`config.mk`:
```
export PLATFORM = sky130hd
export DESIGN_NAME = micro_sequencer
export DESIGN_NICKNAME = d
export VERILOG_FILES = /design/src/rtl/micro_sequencer_pkg.sv /design/src/rtl/micro_dispatch.sv /design/src/rtl/micro_sequencer.sv
export SDC_FILE = /design/constraint.sdc
export NUM_CORES = 1
export LEC_CHECK = 0
export CAP_MARGIN = 25
export CORE_ASPECT_RATIO = 0.75
export CORE_UTILIZATION = 42
export CTS_CLUSTER_DIAMETER = 50
export DETAILED_ROUTE_END_ITERATION = 7
export GPL_ROUTABILITY_DRIVEN = 1
export PLACE_DENSITY = 0.72
export SYNTH_ARGS = -nofsm -noshare
export SYNTH_HDL_FRONTEND = slang
export SYNTH_SLANG_ARGS = --single-unit
```
`constraint.sdc`:
```
create_clock -name clk -period 4.1 [get_ports clk]
set_clock_uncertainty 0.15 [all_clocks]
set_input_delay 0.82 -clock clk [delete_from_list [all_inputs] [get_ports clk]]
set_output_delay 0.82 -clock clk [all_outputs]
set_load 0.03 [all_outputs]
```
`src/rtl/micro_sequencer_pkg.sv`:
```
// Shared definitions for the micro-sequencer: condition codes, FSM states,
// default control-store depth and the opcode dispatch table.
package micro_sequencer_pkg;

    localparam int unsigned UCODE_DEPTH_DEFAULT = 75;

    localparam logic [1:0] COND_ALWAYS = 2'b00;
    localparam logic [1:0] COND_Z      = 2'b01;
    localparam logic [1:0] COND_NZ     = 2'b10;
    localparam logic [1:0] COND_HALT   = 2'b11;

    typedef logic [1:0] state_t;

    localparam state_t ST_IDLE  = 2'd0;
    localparam state_t ST_RUN   = 2'd1;
    localparam state_t ST_STALL = 2'd2;
    localparam state_t ST_HALT  = 2'd3;

    // Opcode -> microroutine start address; opcodes not listed are unmapped.
    localparam int DISPATCH_N = 8;

    localparam logic [7:0] DISPATCH_OPC [DISPATCH_N] = '{
        8'h00, 8'h03, 8'h11, 8'h22, 8'h35, 8'h4A, 8'h80, 8'hF0
    };

    localparam logic [15:0] DISPATCH_ADDR [DISPATCH_N] = '{
        16'd10, 16'd27, 16'd20, 16'd33, 16'd45, 16'd52, 16'd60, 16'd74
    };

    function automatic logic [15:0] zext_jump(input logic [6:0] jump);
        return {9'b0, jump};
    endfunction

endpackage

```
`src/rtl/micro_dispatch.sv`:
```
// Combinational opcode dispatch: maps an instruction opcode to the start
// address of its microroutine and flags opcodes that have no routine.
module micro_dispatch
    import micro_sequencer_pkg::*;
#(
    parameter int unsigned OPC_W = 8
) (
    input  logic [OPC_W-1:0] ir_opcode,
    output logic [15:0]      start_addr,
    output logic             valid
);

    // Compare at a common width so a narrow opcode never aliases a wide table entry.
    localparam int unsigned CMP_W = (OPC_W > 8) ? OPC_W : 8;

    always_comb begin
        start_addr = '0;
        valid      = 1'b0;
        for (int i = 0; i < DISPATCH_N; i++) begin
            if (CMP_W'(ir_opcode) == CMP_W'(DISPATCH_OPC[i])) begin
                start_addr = DISPATCH_ADDR[i];
                valid      = 1'b1;
            end
        end
    end

endmodule

```
`src/rtl/micro_sequencer.sv`:
```
// Microprogram sequencer: steps the control-store address, handles branches,
// dispatch, memory stalls and halts. Optional single-step via MICRO_SEQUENCER_STEP_EN.
module micro_sequencer
    import micro_sequencer_pkg::*;
#(
    parameter int unsigned UCODE_DEPTH = UCODE_DEPTH_DEFAULT,
    parameter int unsigned OPC_W       = 8
) (
    input  logic             clk,
    input  logic             rst,
`ifdef MICRO_SEQUENCER_STEP_EN
    input  logic             step,
`endif
    input  logic             start,
    input  logic             bt,
    input  logic [1:0]       condition,
    input  logic [6:0]       jump_addr,
    input  logic [OPC_W-1:0] ir_opcode,
    input  logic             z_flag,
    input  logic             mem_wait,
    output logic [15:0]      mpc,
    output logic             ops_valid,
    output logic             running,
    output logic             halted,
    output logic             err,
    output logic [15:0]      retired
);

    state_t      state_q, state_d;
    logic [15:0] mpc_q, mpc_d;
    logic [15:0] retired_q, retired_d;
    logic        err_q, err_d;

    logic        step_ok;
    logic        exec;
    logic [15:0] disp_addr;
    logic        disp_valid;
    logic [15:0] next_addr;
    logic        halt_req;
    logic        bad_addr;

`ifdef MICRO_SEQUENCER_STEP_EN
    assign step_ok = step;
`else
    assign step_ok = 1'b1;
`endif

    micro_dispatch #(
        .OPC_W(OPC_W)
    ) u_dispatch (
        .ir_opcode (ir_opcode),
        .start_addr(disp_addr),
        .valid     (disp_valid)
    );

    assign exec = (state_q == ST_RUN) && !mem_wait && step_ok;

    // Target of the current control word; bt overrides the condition field.
    always_comb begin
        next_addr = mpc_q;
        halt_req  = 1'b0;
        bad_addr  = 1'b0;
        if (bt) begin
            next_addr = disp_addr;
            bad_addr  = !disp_valid;
        end else begin
            case (condition)
                COND_ALWAYS: next_addr = zext_jump(jump_addr);
                COND_Z:      next_addr = z_flag ? zext_jump(jump_addr) : mpc_q + 16'd1;
                COND_NZ:     next_addr = z_flag ? mpc_q + 16'd1 : zext_jump(jump_addr);
                default:     halt_req  = 1'b1;
            endcase
        end
        if (!halt_req && (32'(next_addr) >= UCODE_DEPTH)) begin
            bad_addr = 1'b1;
        end
    end

    always_comb begin
        state_d   = state_q;
        mpc_d     = mpc_q;
        retired_d = retired_q;
        err_d     = err_q;
        case (state_q)
            ST_IDLE, ST_HALT: begin
                if (start) begin
                    state_d   = ST_RUN;
                    mpc_d     = '0;
                    retired_d = '0;
                    err_d     = 1'b0;
                end
            end
            ST_RUN: begin
                if (mem_wait) begin
                    state_d = ST_STALL;
                end else if (exec) begin
                    if (retired_q != 16'hFFFF) begin
                        retired_d = retired_q + 16'd1;
                    end
                    if (bad_addr) begin
                        err_d   = 1'b1;
                        state_d = ST_HALT;
                    end else if (halt_req) begin
                        state_d = ST_HALT;
                    end else begin
                        mpc_d = next_addr;
                    end
                end
            end
            ST_STALL: begin
                if (!mem_wait) begin
                    state_d = ST_RUN;
                end
            end
            default: state_d = ST_IDLE;
        endcase
    end

    always_ff @(posedge clk or posedge rst) begin
        if (rst) begin
            state_q   <= ST_IDLE;
            mpc_q     <= '0;
            retired_q <= '0;
            err_q     <= 1'b0;
        end else begin
            state_q   <= state_d;
            mpc_q     <= mpc_d;
            retired_q <= retired_d;
            err_q     <= err_d;
        end
    end

    assign mpc       = mpc_q;
    assign ops_valid = exec;
    assign running   = (state_q == ST_RUN) || (state_q == ST_STALL);
    assign halted    = (state_q == ST_HALT);
    assign err       = err_q;
    assign retired   = retired_q;

endmodule

```
* Word-level counts from Yosys, hierarchy flattened
Cells that the tools add are included.
Widths: inputs -> output; s select.
** Operators by class
- Muxes and demuxes :: 46
- Order comparisons :: 1
- Add/sub/neg operators :: 2
- Reductions and logical operators :: 16
- Equal/unequal tests :: 23
** Operators by type and width (number)
- $mux 16 :: 11
- $pmux 16 s2 :: 2
- $pmux 16 s3 :: 1
- $add 16x1->16 const B :: 2
- $mux 6 :: 4
- $eq 8x6->1 const B :: 2
- $eq 8x8->1 const B :: 2
- $ge 16x7->1 const B :: 1
- $mux 1 :: 16
- $ne 16x16->1 const B :: 1
- $ne 2x2->1 const B :: 7
- $mux 2 :: 6
- $mux 5 :: 2
- $reduce_and 5->1 :: 2
- $eq 8x2->1 const B :: 1
- $eq 8x5->1 const B :: 1
- $eq 8x7->1 const B :: 1
- $logic_not 8->1 :: 1
- $mux 7 :: 1
- $eq 2x2->1 const B :: 3
- $pmux 2 s3 :: 1
- $reduce_and 6->1 :: 1
- $eq 2x1->1 const B :: 2
- $logic_not 2->1 :: 2
- 12 further kinds :: 15
** Storage, ports and cells
- Output and inout port bits :: 36
- Register bits after elaboration :: 35
- Input bits :: 23

* Logic depth before layout (Yosys ltp)
Gate-level depths: netlist (run 1).
- Depth in word-level cells :: 17
- Mapped depth :: 11

* Hierarchy
Synthesis (run 1) repeated with hierarchy kept, for this count alone.
** Unflattened totals
- Cells, all modules :: 314
- Area total of the unflattened synthesis :: 2735.1 µm²
** Modules (own cells, without submodules)
- micro_sequencer :: cells an instance 271, area an instance 2419.8 µm², seq. area each 875.8 µm², instances 1
- micro_dispatch :: cells an instance 43, area an instance 315.3 µm², seq. area each 0.0 µm², instances 1

* Least setup slack after synthesis (run 1)
No wires, ideal clock.
- Kind :: in2reg
- From :: input condition[0]
- To :: register mpc_q[5], in the netlist mpc[5]
- Data required time :: 3.869 ns
- Buffers on the path :: 3
- Arrival time :: 3.322 ns
- Library setup time :: 0.081 ns
- Slack :: 0.547 ns
- Stages on the path :: 11
- Path through :: buf_4 -> and2_1 -> buf_4 -> nor4_1 -> mux2_1 -> o211ai_1 -> o2111ai_1 -> or3_1 -> buf_2 -> nor4_4 -> mux2i_1
** On the way
- Cells in the longest elaborated chain, start to end :: 9
- Elaborated cells on any way between the ends :: 20
- Those cells by class :: order compare: 1; eq/ne: 4; mux: 10; reduce/logical: 5
** Ends and longest elaborated chain
- from (decl) :: RTL line micro_sequencer.sv:16 : input logic [1:0] condition,
- branches (longest 9 deep; another with $ge 16x7->1)
- to (signal assigned) :: RTL line micro_sequencer.sv:127 : mpc_q <= mpc_d;
- to (decl) :: RTL line micro_sequencer.sv:30 : logic [15:0] mpc_q, mpc_d;
Several ways; the timed one is not identified. The select of a mux whose other input is x is not followed.
A chain may end at the register's enable or synchronous reset.

* Worst setup path after layout (run 1)
- From :: input z_flag
- To :: register mpc_q[3], in the netlist mpc[3]
** On the way
- Cells in the longest elaborated chain, start to end :: 8
- Elaborated cells on any way between the ends :: 14
- Those cells by class :: order compare: 1; eq/ne: 1; mux: 10; reduce/logical: 2
** Ends and longest elaborated chain
- from (decl) :: RTL line micro_sequencer.sv:19 : input logic z_flag,
- $mux 16, on equally long branches :: RTL line micro_sequencer.sv:70, micro_sequencer.sv:69
- $pmux 16 s3 * :: RTL line micro_sequencer.sv:67 : case (condition)
- $mux 16 * :: RTL line micro_sequencer.sv:63 : if (bt) begin
- $ge 16x7->1 or $mux 16 (tied branches) :: RTL line micro_sequencer.sv:74, micro_sequencer.sv:103
- $logic_and 1x1->1 or $mux 16 (tied branches) :: RTL line micro_sequencer.sv:74, micro_sequencer.sv:100
- $mux 1 or $mux 16 (tied branches) :: RTL line micro_sequencer.sv:74, micro_sequencer.sv:96
- $ne 2x2->1 (no source line) or $mux 16 (tied branches)
- $reduce_and 6->1 (no source line) or $pmux 16 s2 (tied branches)
Every way passes the cells marked *; elsewhere a longest branch is shown, timed or not. The select of a mux whose other input is x is not followed.

==> results of run 1 <==
-- placed cells by master (no fill, tap or decap), types with 12 or more instances in the layout --
master           netlist  layout
dfrtp_1               35      35
nand3_1               18      18
nor3_1                16      16
nor2_1                29      29
o21ai_0               14      14
nand2_1               39      39
inv_1                 13      13
xnor2_1               12      12
buf_4                  2      12
nand2b_1              12      12
clkdlybuf4s50_1        0      58
-- cells by family (layout without fill, tap and decap cells) --
| logic type | count (synthesis) | in the layout | synth area share, % |
|---|---|---|---|
| compound gates | 75 | 75 | 21.5 |
| xor+xnor | 12 | 12 | 4.01 |
| fa+ha+maj | 5 | 5 | 2.39 |
| buf+inv | 25 | 90 | 4.01 |
| flops | 35 | 35 | 33.4 |
| mux | 13 | 13 | 5.06 |
| simple gates | 152 | 152 | 29.6 |
-- cells in the mapped netlist (2+ instances only) --
| library cell | instances | area [µm²] |
|---|---|---|
| o221ai_1 | 4 | 35.0 |
| or3_1 | 2 | 12.5 |
| nand3_1 | 18 | 90.1 |
| xnor2_1 | 12 | 105 |
| o21ai_0 | 14 | 70.1 |
| and2_1 | 3 | 18.8 |
| inv_1 | 13 | 48.8 |
| a21oi_1 | 10 | 50.1 |
| nand2b_1 | 12 | 75.1 |
| buf_4 | 2 | 15.0 |
| nand2_1 | 39 | 146 |
| a22oi_1 | 2 | 15.0 |
| a41oi_1 | 3 | 26.3 |
| a31oi_1 | 5 | 31.3 |
| a221oi_1 | 2 | 17.5 |
| o31ai_1 | 3 | 22.5 |
| or4_1 | 2 | 15.0 |
| buf_2 | 3 | 15.0 |
| nor4_1 | 6 | 37.5 |
| a311oi_1 | 3 | 26.3 |
| dfrtp_1 | 35 | 876 |
| mux2i_1 | 11 | 110 |
| and3_1 | 7 | 43.8 |
| a21boi_1 | 10 | 75.1 |
| clkbuf_1 | 6 | 22.5 |
| nand4_1 | 4 | 25.0 |
| ha_1 | 5 | 62.6 |
| nor3_1 | 16 | 80.1 |
| nand2_2 | 2 | 12.5 |
| o21ai_1 | 2 | 10.0 |
| o211ai_1 | 4 | 30.0 |
| a22o_1 | 2 | 17.5 |
| nor2_1 | 29 | 109 |
| nand3b_1 | 7 | 52.6 |
-- report_power, final --
group	total, mW	internal, mW	switching, mW
logic	0.856	0.327	0.529
clock network	0.256	0.132	0.124
registers	0.514	0.417	0.0970
total	1.63	0.876	0.750
-- routing by layer --
layer  GRT usage (%)  wire length [µm]  share of wire (%)  vias up
li1                -                 -                  -     1290
met2            31.9              3050                 42       88
met1            34.6              3540                 48     1257
met4            5.13                76                1.0        0
met5               0                 0                  0        -
met3            6.43               634                8.7        7
-- how the worst min path moves through the flow --
stage	start	end	slack, ps	cells past startpoint
2_1_floorplan	state_q[1]	state_q[1]	400	2
3_3_place_gp	retired[1]	retired[1]	380	2
3_5_place_dp	retired[9]	retired[9]	410	2
4_1_cts	retired[1]	retired[1]	430	2
5_1_grt	mpc[9]	mpc[9]	460	1
6_report	retired[1]	retired[1]	420	2
-- final cells by class --
cell class	count	area, µm²	area share, %
clock inverters	1	5.00	0.146
inverters	13	48.8	1.43
flip-flops and latches	35	876	25.6
multi-input cells	257	1640	47.9
clock buffers	6	82.6	2.41
well taps	78	97.6	2.85
repair buffers	70	671	19.6
-- state kept, by name, indices dropped and copies added (netlist names) --
name     count
retired     16
mpc         16
err          1
state_q      2
-- critical path, stage by stage --
cell and delay (ps):
clkdlybuf4s50_1 570, or3b_4 450, nand2_2 130, a311oi_1 130, o31a_1 300, or3_1 480
nor4_4 670, mux2i_1 260
-- per-stage QoR --
step           cell area (µm²)  std cells  power (mW)
3_5_place_dp              3330        453        1.37
6_report                  3420        460        1.63
4_1_cts                   3420        460        1.63
2_1_floorplan             2620        317        1.05
3_3_place_gp              3330        453        1.35
5_1_grt                   3420        460        1.73
==> summary.txt, run 1 <==
Status
  • Outcome: complete, no violations

Setup path
  • CP Capture Point: mpc[3]
  • Crit. Startpoint: z_flag
  • Worst Path Arrival: approximately 3800 ps
  • Critical path type: primary input to flip-flop
  • Startpoint Class: primary input
  • Worst EP required: 4160 ps
  • Reg-to-Reg Start: mpc[1]
  • Worst Setup End Kind: flip-flop
  • Reg-to-reg endpoint: mpc[3]
  • Worst Reg-to-Reg Cells: 9
  • R2R Setup Slk: 540 ps
  • Worst Path Max Fanout: 10

Synthesis
  • Dominant register cell in the synthesized netlist: dfrtp_1
  • Fraction of registers with async set or reset after synthesis: 100%
  • FF+latch count, synth: 35
  • Yosys Warn Count: 0
  • Gate Count Post-Synth: 317
  • Average cell area after synthesis: 8.27 µm²
  • Synth Net Count: 345
  • Synthesized cell area: between 2000 and 3000 µm²
  • Synth cell types: 53
  • Post-synth EDFFs: 0
  • Register area share after synthesis: around a third

Layout
  • Layout Nets: 410
  • N_diodes: 0
  • Fraction of layout cells with a size suffix above 1: 8.12%
  • Final-layout fill cell count: 558
  • Synth-to-Final Area Change: 30.5%
  • Final Util: 57.8%

Floorplan
  • Die Area: ~6600 µm²
  • Initial Utilization: 44.3%
  • I/O pins: 59
  • Row cnt: 24
  • Die X: 93.2 µm
  • Core Footprint: 5920 µm²
  • Die H: 70.4 µm

Global routing
  • Total track usage: 22.9%
  • Overflow after GRT: 0
  • Global-route wire length before repair: 11700 µm
  • Antenna violations before repair: 0
  • Largest net degree at the start of global routing: 36
  • Vias in the first global route: 2379

CTS
  • CTS tree: done
  • CTS resizes: 0
  • Worst-path clk slew: 70 ps
  • Clock buffers created by TritonCTS: 5
  • Clock sink total: 35
  • Max Buffers Root-to-Sink: 2
  • Later-pin clock latency in the skew report: 290 ps
  • Hold_buf cts: 0
  • Postcts setup bufs: 0
  • Htree depth: 2
  • Root Driver: clkbuf_8

Detailed routing
  • Residual DRC: 0
  • Final wirelength: 7300 µm
  • Vias per inst: 5.74
  • Routed vias: 2642
  • Antenna viol nets, final: 0
  • Starting DRT DRC Count: 196
  • Drt first pass iters: 4
  • Routed len/inst: roughly 16 µm

Timing
  • Post-layout min period: 3760 ps
  • Final setup fails: 0
  • RSZ-0062 raised after global routing: no
  • Final slew viol count: 0
  • Worst-Margin Slew: 902 ps
  • Slew headroom: 39.4%
  • Final Hold Viols: 0
  • Fin Setup TNS: 0 ps
  • Fin crit share: 91.8%
  • FMAX: 266 MHz
  • WHS: 423 ps
  • Final Worst Setup Slack: 337 ps

Job
  • Max-cap violation count: 0

Power and ir drop
  • PD cells: 475 nW/µm²
  • VDD IR max: 251 µV
  • Leakage: 1.34 nW

Place
  • Hpwl dp: 5550 µm
  • DP Worst Slack: 80.2 ps
  • I/O Buffers: 58
  • Final GP Congestion: 0.928

Hold path
  • Min-Delay Path Class: flip-flop to flip-flop
Note: power is estimated with default switching activity, not from simulation.
==> run 2, diff against run 1 <==
--- a/config.mk
+++ b/config.mk
@@ -6,12 +6,14 @@
 export NUM_CORES = 1
 export LEC_CHECK = 0
 export CAP_MARGIN = 25
+export CELL_PAD_IN_SITES_DETAIL_PLACEMENT = 2
+export CELL_PAD_IN_SITES_GLOBAL_PLACEMENT = 2
 export CORE_ASPECT_RATIO = 0.75
-export CORE_UTILIZATION = 42
+export CORE_UTILIZATION = 29
 export CTS_CLUSTER_DIAMETER = 50
 export DETAILED_ROUTE_END_ITERATION = 7
 export GPL_ROUTABILITY_DRIVEN = 1
-export PLACE_DENSITY = 0.72
+export PLACE_DENSITY = 0.82
 export SYNTH_ARGS = -nofsm -noshare
 export SYNTH_HDL_FRONTEND = slang
 export SYNTH_SLANG_ARGS = --single-unit
==> run 2 against run 1 <==
The run now ends with DRC left. First-iteration DRC count fell by 49%. Worst hold slack improved by 19 ps. Global-route usage fell by 1.5 points. Die area rose by 44%. Sequential power rose by 1%. Total power rose by 13%. Combinational power rose by 5.1%. Non-clock buffer count did not move. Final cell count rose by 6.7%. Utilization fell by 17 points. Flip-flop and latch count did not move. Highest routed layer unchanged.
==> summary.txt, run 2 (synthesis gave the netlist of run 1 again) <==
Detailed routing
  • Drt first pass iters: 6 (+2)
  • Vias per inst: 5.65 (-1.6%)
  • Antenna viol nets, final: 0 (unchanged)
  • Final wirelength: 9740 µm (+33%)
  • Routed vias: 2774 (+5.0%)
  • Residual DRC: 3 (+3)
  • Routed len/inst: 19.8 µm (+25%)
  • Starting DRT DRC Count: 99 (-49%)

CTS
  • Postcts setup bufs: 0 (unchanged)
  • CTS tree: done
  • CTS resizes: 0 (unchanged)
  • Htree depth: 2 (unchanged)
  • Worst-path clk slew: 60 ps (about the same)
  • Max Buffers Root-to-Sink: 2 (unchanged)
  • Clock buffers created by TritonCTS: 5 (unchanged)
  • Clock sink total: 35 (unchanged)
  • Root Driver: clkbuf_16
  • Hold_buf cts: 0 (unchanged)
  • Later-pin clock latency in the skew report: 280 ps (about the same)

Global routing
  • Vias in the first global route: 2899 (+22%)
  • Met2 Usage GRT: 33.8% (+1.9 points)
  • Routing usage on met1: 31.3% (-3.2 points)
  • Antenna violations before repair: 0 (unchanged)
  • GR peak layer: met2
  • Total track usage: 21.4% (-1.5 points)
  • Met3 usage: 3.39% (-3.0 points)
  • Largest net degree at the start of global routing: 36 (unchanged)
  • Overflow after GRT: 0 (unchanged)
  • Global-route wire length before repair: 16000 µm (+36%)

Power and ir drop
  • Leakage: 1.37 nW (+2.3%)
  • P_int: 1.00 mW (+15%)
  • PD cells: 519 nW/µm² (+9.1%)
  • VDD IR max: 210 µV (-16%)
  • Sw Ratio: 45.1% (-1.0 points)
  • Clock power frac: 22.3% (+6.6 points)
  • Sw Pwr: 0.825 mW (+10%)
  • Comb power frac: 49.2% (-3.5 points)
  • Seq pwr share: 28.5% (-3.1 points)

Setup path
  • Worst Path Max Fanout: 7 (-3)
  • Crit. Startpoint: condition[0]
  • Worst Setup End Kind: flip-flop
  • Reg-to-Reg Start: mpc[0]
  • Critical path type: primary input to flip-flop
  • Worst EP required: 4140 ps (-20 ps)
  • R2R Setup Slk: 360 ps (-180 ps)
  • Worst Path Arrival: 3900 ps (+80 ps)
  • Startpoint Class: primary input

Floorplan
  • Die H: 84.3 µm (+20%)
  • Die X: 112 µm (+20%)
  • Core Footprint: 8600 µm² (+45%)
  • Initial Utilization: 30.5% (-14 points)
  • Die Area: 9420 µm² (+44%)
  • Row cnt: 29 (+21%)
  • I/O pins: 59 (unchanged)

Timing
  • Slew headroom: 53.6% (+14 points)
  • Worst-Margin Slew: 697 ps (-206 ps)
  • WHS: 442 ps (+19.0 ps)
  • Final Hold Viols: 0 (unchanged)
  • RSZ-0062 raised after global routing: no
  • Fin Setup TNS: 0 ps (unchanged)
  • Final slew viol count: 0 (unchanged)
  • Final setup fails: 0 (unchanged)
  • Fin crit share: 94.1% (+2.4 points)
  • Post-layout min period: 3860 ps (+96.9 ps)
  • FMAX: 259 MHz (-2.5%)

Layout
  • Most common cell after layout, fill and taps aside: clkdlybuf4s50_1
  • Fraction of layout cells with a size suffix above 1: 8.09% (-0.021 points)
  • Layout Nets: 410 (unchanged)
  • Most frequent cells in the layout: clkdlybuf4s50_1 (58), nand2_1 (39), dfrtp_1 (35), nor2_1 (29), nand3_1 (18)
  • N_diodes: 0 (unchanged)
  • Synth-to-Final Area Change: 34.6%

Status
  • Failing checks: DRC
  • Outcome: finished, violations left

Place
  • I/O Buffers: 58 (unchanged)
  • Hpwl dp: 7380 µm (+33%)
  • Final GP Congestion: 0.786 (-15%)

Hold path
  • Min-Delay Path Class: flip-flop to flip-flop
  • HP Start: retired[8]

Job
  • Max-cap violation count: 0 (unchanged)
run 2: cell count changes in the layout (fill, tap and decap cells not counted), sizes merged:
| cell | delta |
|---|---|
| clkinv | -1 |
| clkbuf | +2 |
run 2: final cells by class:
type                       count  area [µm²]
sequential                    35         876
tap                          108         135
timing repair buffer          70         671
clock buffer                   8         156
fill                         970        5070
multi-input combinational    257        1640
inverter                      13        48.8
run 2: path summary, 6_finish.rpt:
path | endpoint | cells after the start
setup / recovery | mpc[6] | 9
hold / removal | retired[8] | 2
setup reg to reg | mpc[6] | 9
hold reg to reg | retired[8] | 2
max in group asynchronous | retired[11] | 3
min in group asynchronous | mpc[9] | 3
run 2: worst max-delay path: stages:
cell             delay (ps)
clkdlybuf4s50_1         450
and2_1                  180
nor4_1                  300
mux2_1                  360
o211ai_1                200
o2111ai_1               150
or3_1                   450
nor4_4                  690
mux2i_1                 290
run 2: power groups by stage:
stage                     Sequential, mW  Clock [mW]  Combinational [mW]
after floorplan                    0.619           0               0.426
after global placement             0.521           0               0.849
after detailed placement           0.525           0               0.887
after CTS                          0.522       0.415               0.906
after global routing               0.533       0.428               0.971
final                              0.521       0.409               0.900
run 2: layer usage:
metal	share of wire, %	wire, µm
met5	0	0
met4	0.23	22
met3	3.8	371
met2	46	4450
met1	50	4900
run 2: stage by stage:
stage | setup slack [ps] | cell area, µm² | power (mW) | util (%) | instances
after global routing | 40.3 | 3530 | 1.93 | 41.0 | 491
final | 240 | 3530 | 1.83 | 41.0 | 491
after detailed placement | -21.5 | 3370 | 1.41 | 39.2 | 483
after floorplan | 547 | 2620 | 1.05 | - | 317
after global placement | 108 | 3370 | 1.37 | 39.2 | 483
after CTS | 241 | 3530 | 1.84 | 41.0 | 491
